[src/rtl/if_stage_if.sv]
// if_stage_if: byte-wide read port between the fetch stage and the memory
// controller.
//   mem_req   : byte read request (driven by the fetch stage)
//   mem_addr  : byte address of the request (driven by the fetch stage)
//   mem_valid : one-cycle pulse, byte for the current request is on mem_rdata
//   mem_rdata : returned byte
// Modports: master = fetch stage, slave = memory controller.
// Also provides the default `StallSignalLen (width of the pipeline stall vector).

`ifndef StallSignalLen
`define StallSignalLen 6
`endif

interface if_stage_if;
  logic        mem_req;
  logic [31:0] mem_addr;
  logic        mem_valid;
  logic [7:0]  mem_rdata;

  modport master (
    output mem_req,
    output mem_addr,
    input  mem_valid,
    input  mem_rdata
  );

  modport slave (
    input  mem_req,
    input  mem_addr,
    output mem_valid,
    output mem_rdata
  );
endinterface

[src/rtl/if_stage.sv]
// if_stage: instruction-fetch stage, producer side of the IF/ID register.
// Keeps the PC, reads each 32-bit instruction as four little-endian bytes
// over the 8-bit memory port, and presents {pc_o, inst_o, inst_valid}.
// Redirects on jump_flag (priority over stall), holds on stall_signal[0].
// Ports:
//   clk, rst      : clock (rising edge), asynchronous active-high reset
//   jump_flag     : redirect request from EX
//   jump_addr     : redirect target (word aligned)
//   stall_signal  : stall vector, bit 0 holds IF
//   mem           : if_stage_if.master byte read port
//   pc_o, inst_o  : presented PC / instruction (0 when inst_valid=0)
//   inst_valid    : pc_o/inst_o hold a fetched instruction
// Optional feature: define ICACHE_EN for a direct-mapped, one-word-per-line
// I-cache of ICACHE_LINES entries (power of 2, at least 2).

module if_stage #(
  parameter logic [31:0] RESET_PC     = 32'h0000_0000,
  parameter int unsigned ICACHE_LINES = 64
) (
  input  logic                       clk,
  input  logic                       rst,
  input  logic                       jump_flag,
  input  logic [31:0]                jump_addr,
  input  logic [`StallSignalLen-1:0] stall_signal,
  if_stage_if.master                 mem,
  output logic [31:0]                pc_o,
  output logic [31:0]                inst_o,
  output logic                       inst_valid
);

  localparam logic [2:0] IDLE  = 3'd0;
  localparam logic [2:0] B0    = 3'd1;
  localparam logic [2:0] B1    = 3'd2;
  localparam logic [2:0] B2    = 3'd3;
  localparam logic [2:0] B3    = 3'd4;
  localparam logic [2:0] DONE  = 3'd5;
  localparam logic [2:0] FLUSH = 3'd6;

  logic [2:0]  state;
  logic [31:0] pc;
  logic [23:0] byte_buf;   // bytes 0..2; byte 3 goes straight into inst_o
  logic        in_byte;
  logic [1:0]  byte_idx;
  logic [31:0] word_next;
  logic        hold;
  logic        hit;
  logic [31:0] hit_word;
  logic        stall_unused;

  assign hold         = stall_signal[0];
  assign stall_unused = ^stall_signal[`StallSignalLen-1:1];
  assign word_next    = {mem.mem_rdata, byte_buf};

  always_comb begin
    in_byte  = 1'b1;
    byte_idx = 2'd0;
    case (state)
      B0:      byte_idx = 2'd0;
      B1:      byte_idx = 2'd1;
      B2:      byte_idx = 2'd2;
      B3:      byte_idx = 2'd3;
      default: in_byte  = 1'b0;
    endcase
  end

`ifdef ICACHE_EN
  localparam int unsigned IDX_W = $clog2(ICACHE_LINES);
  localparam int unsigned TAG_W = 32 - IDX_W - 2;

  logic [ICACHE_LINES-1:0] line_valid;
  logic [TAG_W-1:0]        tag_mem  [ICACHE_LINES];
  logic [31:0]             data_mem [ICACHE_LINES];
  logic [IDX_W-1:0]        idx;
  logic [TAG_W-1:0]        tag;
  logic                    fill;

  assign idx      = pc[IDX_W+1:2];
  assign tag      = pc[31:IDX_W+2];
  assign hit      = line_valid[idx] && (tag_mem[idx] == tag);
  assign hit_word = data_mem[idx];
  // A line is written only when a miss fetch completes; a redirect on the
  // final byte aborts the fetch and therefore the fill.
  assign fill     = !jump_flag && (state == B3) && mem.mem_valid;

  always_ff @(posedge clk) begin
    if (fill) begin
      tag_mem[idx]  <= tag;
      data_mem[idx] <= word_next;
    end
  end

  always_ff @(posedge clk or posedge rst) begin
    if (rst) begin
      line_valid <= '0;
    end else if (fill) begin
      line_valid[idx] <= 1'b1;
    end
  end
`else
  logic [31:0] lines_unused;
  assign lines_unused = ICACHE_LINES;
  assign hit          = 1'b0;
  assign hit_word     = '0;
`endif

  always_ff @(posedge clk or posedge rst) begin
    if (rst) begin
      state        <= IDLE;
      pc           <= RESET_PC;
      byte_buf     <= '0;
      mem.mem_req  <= 1'b0;
      mem.mem_addr <= '0;
      pc_o         <= '0;
      inst_o       <= '0;
      inst_valid   <= 1'b0;
    end else if (jump_flag) begin
      pc          <= jump_addr;
      byte_buf    <= '0;
      mem.mem_req <= 1'b0;
      pc_o        <= '0;
      inst_o      <= '0;
      inst_valid  <= 1'b0;
      // A request accepted but not yet answered must be drained in FLUSH so
      // its late byte is not taken as part of the new fetch.
      if (state == FLUSH) begin
        state <= mem.mem_valid ? IDLE : FLUSH;
      end else if (in_byte && !mem.mem_valid) begin
        state <= FLUSH;
      end else begin
        state <= IDLE;
      end
    end else begin
      case (state)
        IDLE: begin
          if (hit) begin
            state      <= DONE;
            pc_o       <= pc;
            inst_o     <= hit_word;
            inst_valid <= 1'b1;
          end else begin
            state        <= B0;
            mem.mem_req  <= 1'b1;
            mem.mem_addr <= pc;
          end
        end
        B0, B1, B2: begin
          if (mem.mem_valid) begin
            byte_buf[{byte_idx, 3'b000} +: 8] <= mem.mem_rdata;
            mem.mem_addr <= pc + {30'd0, byte_idx} + 32'd1;
            state        <= state + 3'd1;
          end
        end
        B3: begin
          if (mem.mem_valid) begin
            mem.mem_req <= 1'b0;
            state       <= DONE;
            pc_o        <= pc;
            inst_o      <= word_next;
            inst_valid  <= 1'b1;
          end
        end
        DONE: begin
          if (!hold) begin
            pc         <= pc + 32'd4;
            state      <= IDLE;
            pc_o       <= '0;
            inst_o     <= '0;
            inst_valid <= 1'b0;
          end
        end
        FLUSH: begin
          if (mem.mem_valid) begin
            state <= IDLE;
          end
        end
        default: state <= IDLE;
      endcase
    end
  end

endmodule

[src/flat_wrapper.sv]
// flat-port wrapper written by rule: the top's interface ports become plain ports
module if_stage_flat 
#(
  parameter logic [31:0] RESET_PC     = 32'h0000_0000,
  parameter int unsigned ICACHE_LINES = 64
)
  (clk, rst, jump_flag, jump_addr, stall_signal, pc_o, inst_o, inst_valid, mem_mem_req, mem_mem_addr, mem_mem_valid, mem_mem_rdata);
  if_stage_if mem_i ();
  input  logic clk;
  input  logic rst;
  input  logic jump_flag;
  input  logic [31:0] jump_addr;
  input  logic [`StallSignalLen-1:0] stall_signal;
  output logic [31:0] pc_o;
  output logic [31:0] inst_o;
  output logic inst_valid;
  output wire logic [$bits(mem_i.mem_req)-1:0] mem_mem_req;
  output wire logic [$bits(mem_i.mem_addr)-1:0] mem_mem_addr;
  input wire logic [$bits(mem_i.mem_valid)-1:0] mem_mem_valid;
  input wire logic [$bits(mem_i.mem_rdata)-1:0] mem_mem_rdata;
  assign mem_mem_req = mem_i.mem_req;
  assign mem_mem_addr = mem_i.mem_addr;
  assign mem_i.mem_valid = mem_mem_valid;
  assign mem_i.mem_rdata = mem_mem_rdata;
  if_stage #(.RESET_PC(RESET_PC), .ICACHE_LINES(ICACHE_LINES)) u_core (.clk(clk), .rst(rst), .jump_flag(jump_flag), .jump_addr(jump_addr), .stall_signal(stall_signal), .mem(mem_i), .pc_o(pc_o), .inst_o(inst_o), .inst_valid(inst_valid));
endmodule
[config.mk]
export PLATFORM = sky130hd
export DESIGN_NAME = if_stage_flat
export DESIGN_NICKNAME = d
export VERILOG_FILES = /design/src/rtl/if_stage_if.sv /design/src/rtl/if_stage.sv /design/src/flat_wrapper.sv
export SDC_FILE = /design/constraint.sdc
export NUM_CORES = 1
export LEC_CHECK = 0
export CORE_MARGIN = 5
export CORE_UTILIZATION = 40
export DETAILED_ROUTE_END_ITERATION = 8
export GPL_ROUTABILITY_DRIVEN = 1
export SYNTH_ARGS = -nofsm -noshare
export SYNTH_HDL_FRONTEND = slang
export SYNTH_SLANG_ARGS = --single-unit
[constraint.sdc]
create_clock -name clk -period 12.8 [get_ports clk]
set_clock_uncertainty 0.15 [all_clocks]
set_input_delay 3.84 -clock clk [delete_from_list [all_inputs] [get_ports clk]]
set_output_delay 3.84 -clock clk [all_outputs]
set_load 0.02 [all_outputs]
# Yosys cells after proc, flatten, opt, wreduce, memory -nomap -nowiden
# Index checks and enable logic that the tools add are counted.
# totals
reg_bits	157
latchBits	0
ramBits	0
rom_bits	0
inputBits	50
n_memories	0
# op_classes
add_sub_neg	5
multipliers	0
div_mod_pow	0
magnitude_cmp	0
n_eq_ne	12
shifts	2
muxes	34
bitwise_logic	1
reduce_logical	17
# op_table
operator	count
32-bit two-way mux	9
32-bit case mux with 2 select lines	3
24-bit two-way mux	3
32-bit by 1-bit adder with 32-bit output, second input constant	1
32-bit by 2-bit adder with 32-bit output	1
32-bit by 3-bit adder with 32-bit output, second input constant	1
24-bit bitwise mux	1
3-bit two-way mux	8
8-bit by 7-bit variable shift with 24-bit output, first input constant	1
8-bit by 7-bit indexed part select with 24-bit output	1
3-bit case mux with 5 select lines	1
3-bit != test, second input constant	4
3-bit == test, second input constant	3
2-bit nonzero test	4
5-bit negator with 7-bit output	1
3-bit by 2-bit == test with 1-bit output, second input constant	2
1-bit two-way mux	6
2-bit case mux with 3 select lines	1
2-bit AND reduction	3
3-bit AND reduction	2
3-bit nonzero test	2
2-bit != test, second input constant	2
1-bit case mux with 2 select lines	2
4-bit AND reduction	1
other kinds (8)	8

# Logic depth before layout (Yosys ltp)
# depth
word_depth	8
mapped_depth	13
depth_no_buf	11

# Worst setup path after synthesis
# Ideal clock, no wire load.
# synth_timing
path_type	input to register
start	input stall_signal[0]
end	register u_core.pc[16]
setup_ps	135
arrival_time_ps	5091
t_required_ps	12515
slack_ps	7424
path_stages	6
path_cell_list	nand3b_2 or3_1 clkbuf_1 nor3_1 xnor2_1 o21ai_0
# synth_between
elab_chain_len	2
# synth_lines
element	line	text
from (decl)	flat_wrapper.sv:13	input logic [`StallSignalLen-1:0] stall_signal;
2-bit != test (no source line)	--	
2-bit AND reduction (no source line)	--	
to (signal assigned)	if_stage.sv:117	pc <= jump_addr;
to (signal assigned)	if_stage.sv:164	pc <= pc + 32'd4;
to (decl)	if_stage.sv:40	logic [31:0] pc;
# No other way between the ends.
# A chain may end at the register's enable or synchronous reset.

# Final worst setup path
# layout_timing
start	input mem_mem_valid
end	register u_core.inst_o[13]
# layout_between
elab_chain_len	2
# layout_lines
element	line	text
from (decl)	flat_wrapper.sv:19	input wire logic [$bits(mem_i.mem_valid)-1:0] mem_mem_valid;
3-bit != test (no source line)	--	
3-bit AND reduction (no source line)	--	
to (signal assigned)	if_stage.sv:138	inst_o <= hit_word;
to (signal assigned)	if_stage.sv:158	inst_o <= word_next;
to (decl)	if_stage.sv:27	output logic [31:0] inst_o,
# No other way between the ends.

==> results.md <==
Route:
- The average wire per cell in the routed design is 18.5 microns.
- Once detail routing completed, the nets flagged for antenna violations numbered 0.
- Before antenna repair, the detailed router went through 4 iterations.
- Dividing the detail-routed via count by the number of cells gives roughly 5.5.
- Wires add up to approximately 20 mm.
- For this run, design rule violations remaining after detail routing come to 0.
- The detailed router placed just under 6000 vias in this run.
- For this block, the initial DRC count from the detailed router was approximately 380.

Setup path:
- The endpoint identified for the worst register-to-register timing path is u_core.mem.mem_addr[23].
- In this run the critical register-to-register path is launched from u_core.state[0].
- Setup slack on the worst reg-to-reg path comes out at about 9500 ps.
- The worst endpoint required time is about 13000 ps.
- The worst setup path is of the in2reg kind.
- Of all nets on the critical path, the largest fanout is 42.
- STA classifies the critical path endpoint as a register.
- The number of cells on the worst reg-to-reg path is 10.
- In this run the worst setup path begins at mem_mem_valid.
- The startpoint kind of the worst setup timing path is an input port.
- The critical path arrival is between 6000 and 7000 ps.

Power and ir drop:
- The power per standard cell area is around 180 nW/um^2.
- The worst ir drop on vdd is approximately 0.00012 V.
- The static leakage is 0.00387 uW.

Logic synthesis:
- After synthesis, the share of flip-flops with an asynchronous set or reset is 100%.
- The cell area after synthesis is 7300 sq um.
- The synthesized netlist devotes 6.60% of its cell area to XOR and XNOR gates.
- The fraction of the mapped netlist area in simple logic gates is 16.1%.
- Summing the areas of all fa, ha and maj instances in the mapped netlist gives around 2.2% of the synthesized area.
- The number of standard cells after synthesis is about 720.
- The synthesized design contains 0 enable-type register cells.
- A synthesized cell averages just over 10 sq um.
- The total nets after synthesis is slightly below 800.
- The synthesized netlist devotes approximately 16% of its cell area to compound gates.
- For this run, the number of Yosys warnings is 0.
- After synthesis, the cell types taking the most area are sky130_fd_sc_hd__dfrtp_1 54%, sky130_fd_sc_hd__a22o_1 8.6%, sky130_fd_sc_hd__xnor2_1 5.6%.
- The share of synthesized area in the top cell type comes to between 50% and 60%.
- Synthesis inferred around 160 register bits.
- The portion of synthesized area spent on multiplexers is less than 1%.
- The post-synthesis cell type count is between 40 and 50.
- The most frequently used flop master after synthesis is sky130_fd_sc_hd__dfrtp_1.
- After synthesis, the largest family of logic cells by area is simple AND/OR/NAND/NOR gates.
- sky130_fd_sc_hd__dfrtp_1 takes more of the synthesized area than any other cell.
- The portion of the post-synthesis area used by sequential elements is roughly 54%.

Cells and area:
- The synthesis-to-layout area growth is 28.6%.
- The number of antenna diodes in the final layout is 0.
- The most frequent standard cell in the layout excluding fill and tap cells is sky130_fd_sc_hd__dfrtp_1.
- The post-route netlist has 5.97% of its cells at a drive strength greater than 1.
- In the layout the commonest cells are 157 x sky130_fd_sc_hd__dfrtp_1, 141 x sky130_fd_sc_hd__clkdlybuf4s50_1, 107 x sky130_fd_sc_hd__nand2_1.
- The final layout net count is 887.
- After routing the design area is 9390 sq um.
- The post-route non-filler standard cell count is around 1100.

Floorplanning:
- The starting density of the core is slightly above 40%.
- The placeable core region is ~18000 sq um.
- In this run the vertical extent of the chip is around 150 microns.
- The floorplan step set the die width to between 100 and 150 microns.
- The die covers roughly 21000 sq um.
- The site row count is 49.
- ~150 I/O pins were placed.

Placed design:
- Routability-driven placement finished with a final weighted congestion of around 0.84.
- The count of placed standard cells including taps is 1035.
- The port buffer count is roughly 140.
- The post-placement cell area is between 8000 and 9000 sq um.
- Summed over all nets, the half-perimeter wirelength after detailed placement is approximately 14 mm.

Timing:
- The slew at the pin closest to its max-slew limit is between 1000 and 1500 ps.
- The maximum frequency from static timing analysis is 164 MHz.
- The worst slew slack as a fraction of its limit is approximately 30%.
- Setup violations remaining at the end of the flow were counted as 0.
- For the final routed database, the setup TNS stands at 0 ps.
- The number of hold violations in the final report is 0.
- Setup repair after global routing left no endpoint under its margin.
- The final number of max-transition violations came to 0.
- The part of the cycle the worst path needs is between 40% and 50%.
- For the finished layout, the period the worst path requires is a little over 6000 ps.

Outcome:
- The run finished with clean final reports.

CTS:
- The number of sinks on the clock net is between 150 and 200.
- The number of gates given a new drive strength after cts is 0.
- The number of hold buffers added after CTS was 0.
- The clock passes through at most 2 buffers.
- The clock tree synthesis step divided the H-tree into 4 levels.
- The post-CTS clock slew at the launch and capture registers of the worst setup and hold paths is approximately 60 ps.
- CTS placed an instance of sky130_fd_sc_hd__clkbuf_16 at the clock tree root.
- Counting the buffers created by CTS gives 17.
- The number of setup buffers added after CTS is 0.
- For the worst-skew pair, the clock arrives at the later sink with an insertion delay of ~430 ps.
- TritonCTS built the clock tree.

Global route:
- The wire length of the first global-routing pass is 32.7 mm.
- The via count of the first global-routing pass came to 6123.
- Entering global routing, the biggest net connects 89 pins.
- The total global-route track usage is a little under a fifth.
- The number of antenna violations at the first check in global routing is 0.
- The overall overflow remaining after global route is 0.

Run:
- The reported max-cap violation count is 0.

Min path:
- Along the worst hold path, the cell count comes to 1.
- The source of the worst hold timing path is u_core.inst_valid.
- The path with the worst hold slack has its endpoint at u_core.inst_valid.
- In this run the worst hold path is classified as reg2reg.
-- registers in the layout (all words and copies together), names as in the netlist --
name and count:
u_core.inst_o 32, u_core.mem.mem_addr 32, u_core.pc 32, u_core.pc_o 32
u_core.byte_buf 24, u_core.state 3, u_core.inst_valid 1, u_core.mem.mem_req 1
-- cell usage after synthesis (2+ instances only) --
| master | n |
|---|---|
| sky130_fd_sc_hd__nor2_1 | 27 |
| sky130_fd_sc_hd__nand2b_1 | 3 |
| sky130_fd_sc_hd__mux2_2 | 2 |
| sky130_fd_sc_hd__and3_1 | 6 |
| sky130_fd_sc_hd__dfrtp_1 | 157 |
| sky130_fd_sc_hd__ha_1 | 11 |
| sky130_fd_sc_hd__mux2i_1 | 4 |
| sky130_fd_sc_hd__or2_2 | 2 |
| sky130_fd_sc_hd__nand4_1 | 14 |
| sky130_fd_sc_hd__xor2_1 | 8 |
| sky130_fd_sc_hd__nand3_1 | 26 |
| sky130_fd_sc_hd__nor4_1 | 13 |
| sky130_fd_sc_hd__a22oi_1 | 5 |
| sky130_fd_sc_hd__o22ai_1 | 2 |
| sky130_fd_sc_hd__nor3_1 | 26 |
| sky130_fd_sc_hd__xnor2_1 | 47 |
| sky130_fd_sc_hd__nand2_1 | 107 |
| sky130_fd_sc_hd__and4_1 | 3 |
| sky130_fd_sc_hd__buf_4 | 9 |
| sky130_fd_sc_hd__buf_2 | 8 |
| sky130_fd_sc_hd__buf_1 | 8 |
| sky130_fd_sc_hd__a22o_1 | 72 |
| sky130_fd_sc_hd__o21ai_0 | 77 |
| sky130_fd_sc_hd__a21oi_1 | 2 |
| sky130_fd_sc_hd__o211ai_1 | 2 |
| sky130_fd_sc_hd__clkbuf_1 | 35 |
| sky130_fd_sc_hd__or3_1 | 8 |
| sky130_fd_sc_hd__clkbuf_2 | 3 |
| sky130_fd_sc_hd__inv_1 | 12 |
| sky130_fd_sc_hd__a31oi_1 | 6 |
| sky130_fd_sc_hd__or4_1 | 4 |
-- cell families after synthesis --
logic type / Yosys count
flops: 157
xor+xnor: 55
buf+inv: 75
compound gates: 170
simple gates: 246
fa+ha+maj: 12
mux: 6
-- per-stage QoR --
step	hold slack (ps)	power [uW]	setup WS, ps	util, %
2_1_floorplan	301	986	4580	-
3_3_place_gp	312	1210	6360	49.0
3_5_place_dp	320	1220	6310	49.0
4_1_cts	335	1730	6760	52.3
5_1_grt	347	1810	6580	52.3
6_report	332	1720	6690	52.3
-- final cells by class --
cell class              instances  area [sq um]
clock buffers                  19           453
clock inverters                13           140
fillers                      1632          8580
inverters                      12          50.0
multi-input cells             489          3070
flip-flops and latches        157          3930
well taps                     229           287
repair buffers                148          1460
-- where the power goes --
part / switching [uW] / total [uW] / internal (uW)
Sequential: 72.5 / 652 / 580
Clock: 210 / 508 / 298
Combinational: 332 / 557 / 225
-- routing by layer --
metal	up-vias	wire length (microns)	track usage, %
met1	2960	9000	25.5
met3	19	1060	4.77
met5	-	0	0
met2	164	9440	30.5
li1	2753	-	-
met4	0	259	5.27
-- worst max-delay path, stage by stage --
cell,delay (ps)
sky130_fd_sc_hd__clkdlybuf4s50_1,620
sky130_fd_sc_hd__nand2_1,220
sky130_fd_sc_hd__o21ai_0,160
sky130_fd_sc_hd__a31oi_4,690
sky130_fd_sc_hd__buf_4,540
sky130_fd_sc_hd__a22o_1,220
-- how the worst max path moves through the flow --
stage / endpoint / slack, ps / cells after the start
finish: u_core.inst_o[13] / 6690 / 6
CTS: u_core.inst_o[13] / 6760 / 6
detailed placement: u_core.inst_o[13] / 6310 / 6
global placement: u_core.inst_o[30] / 6360 / 6
global route: u_core.inst_o[26] / 6580 / 6
floorplan: u_core.byte_buf[0] / 4580 / 1
Note: power is estimated with default switching activity, not from simulation.
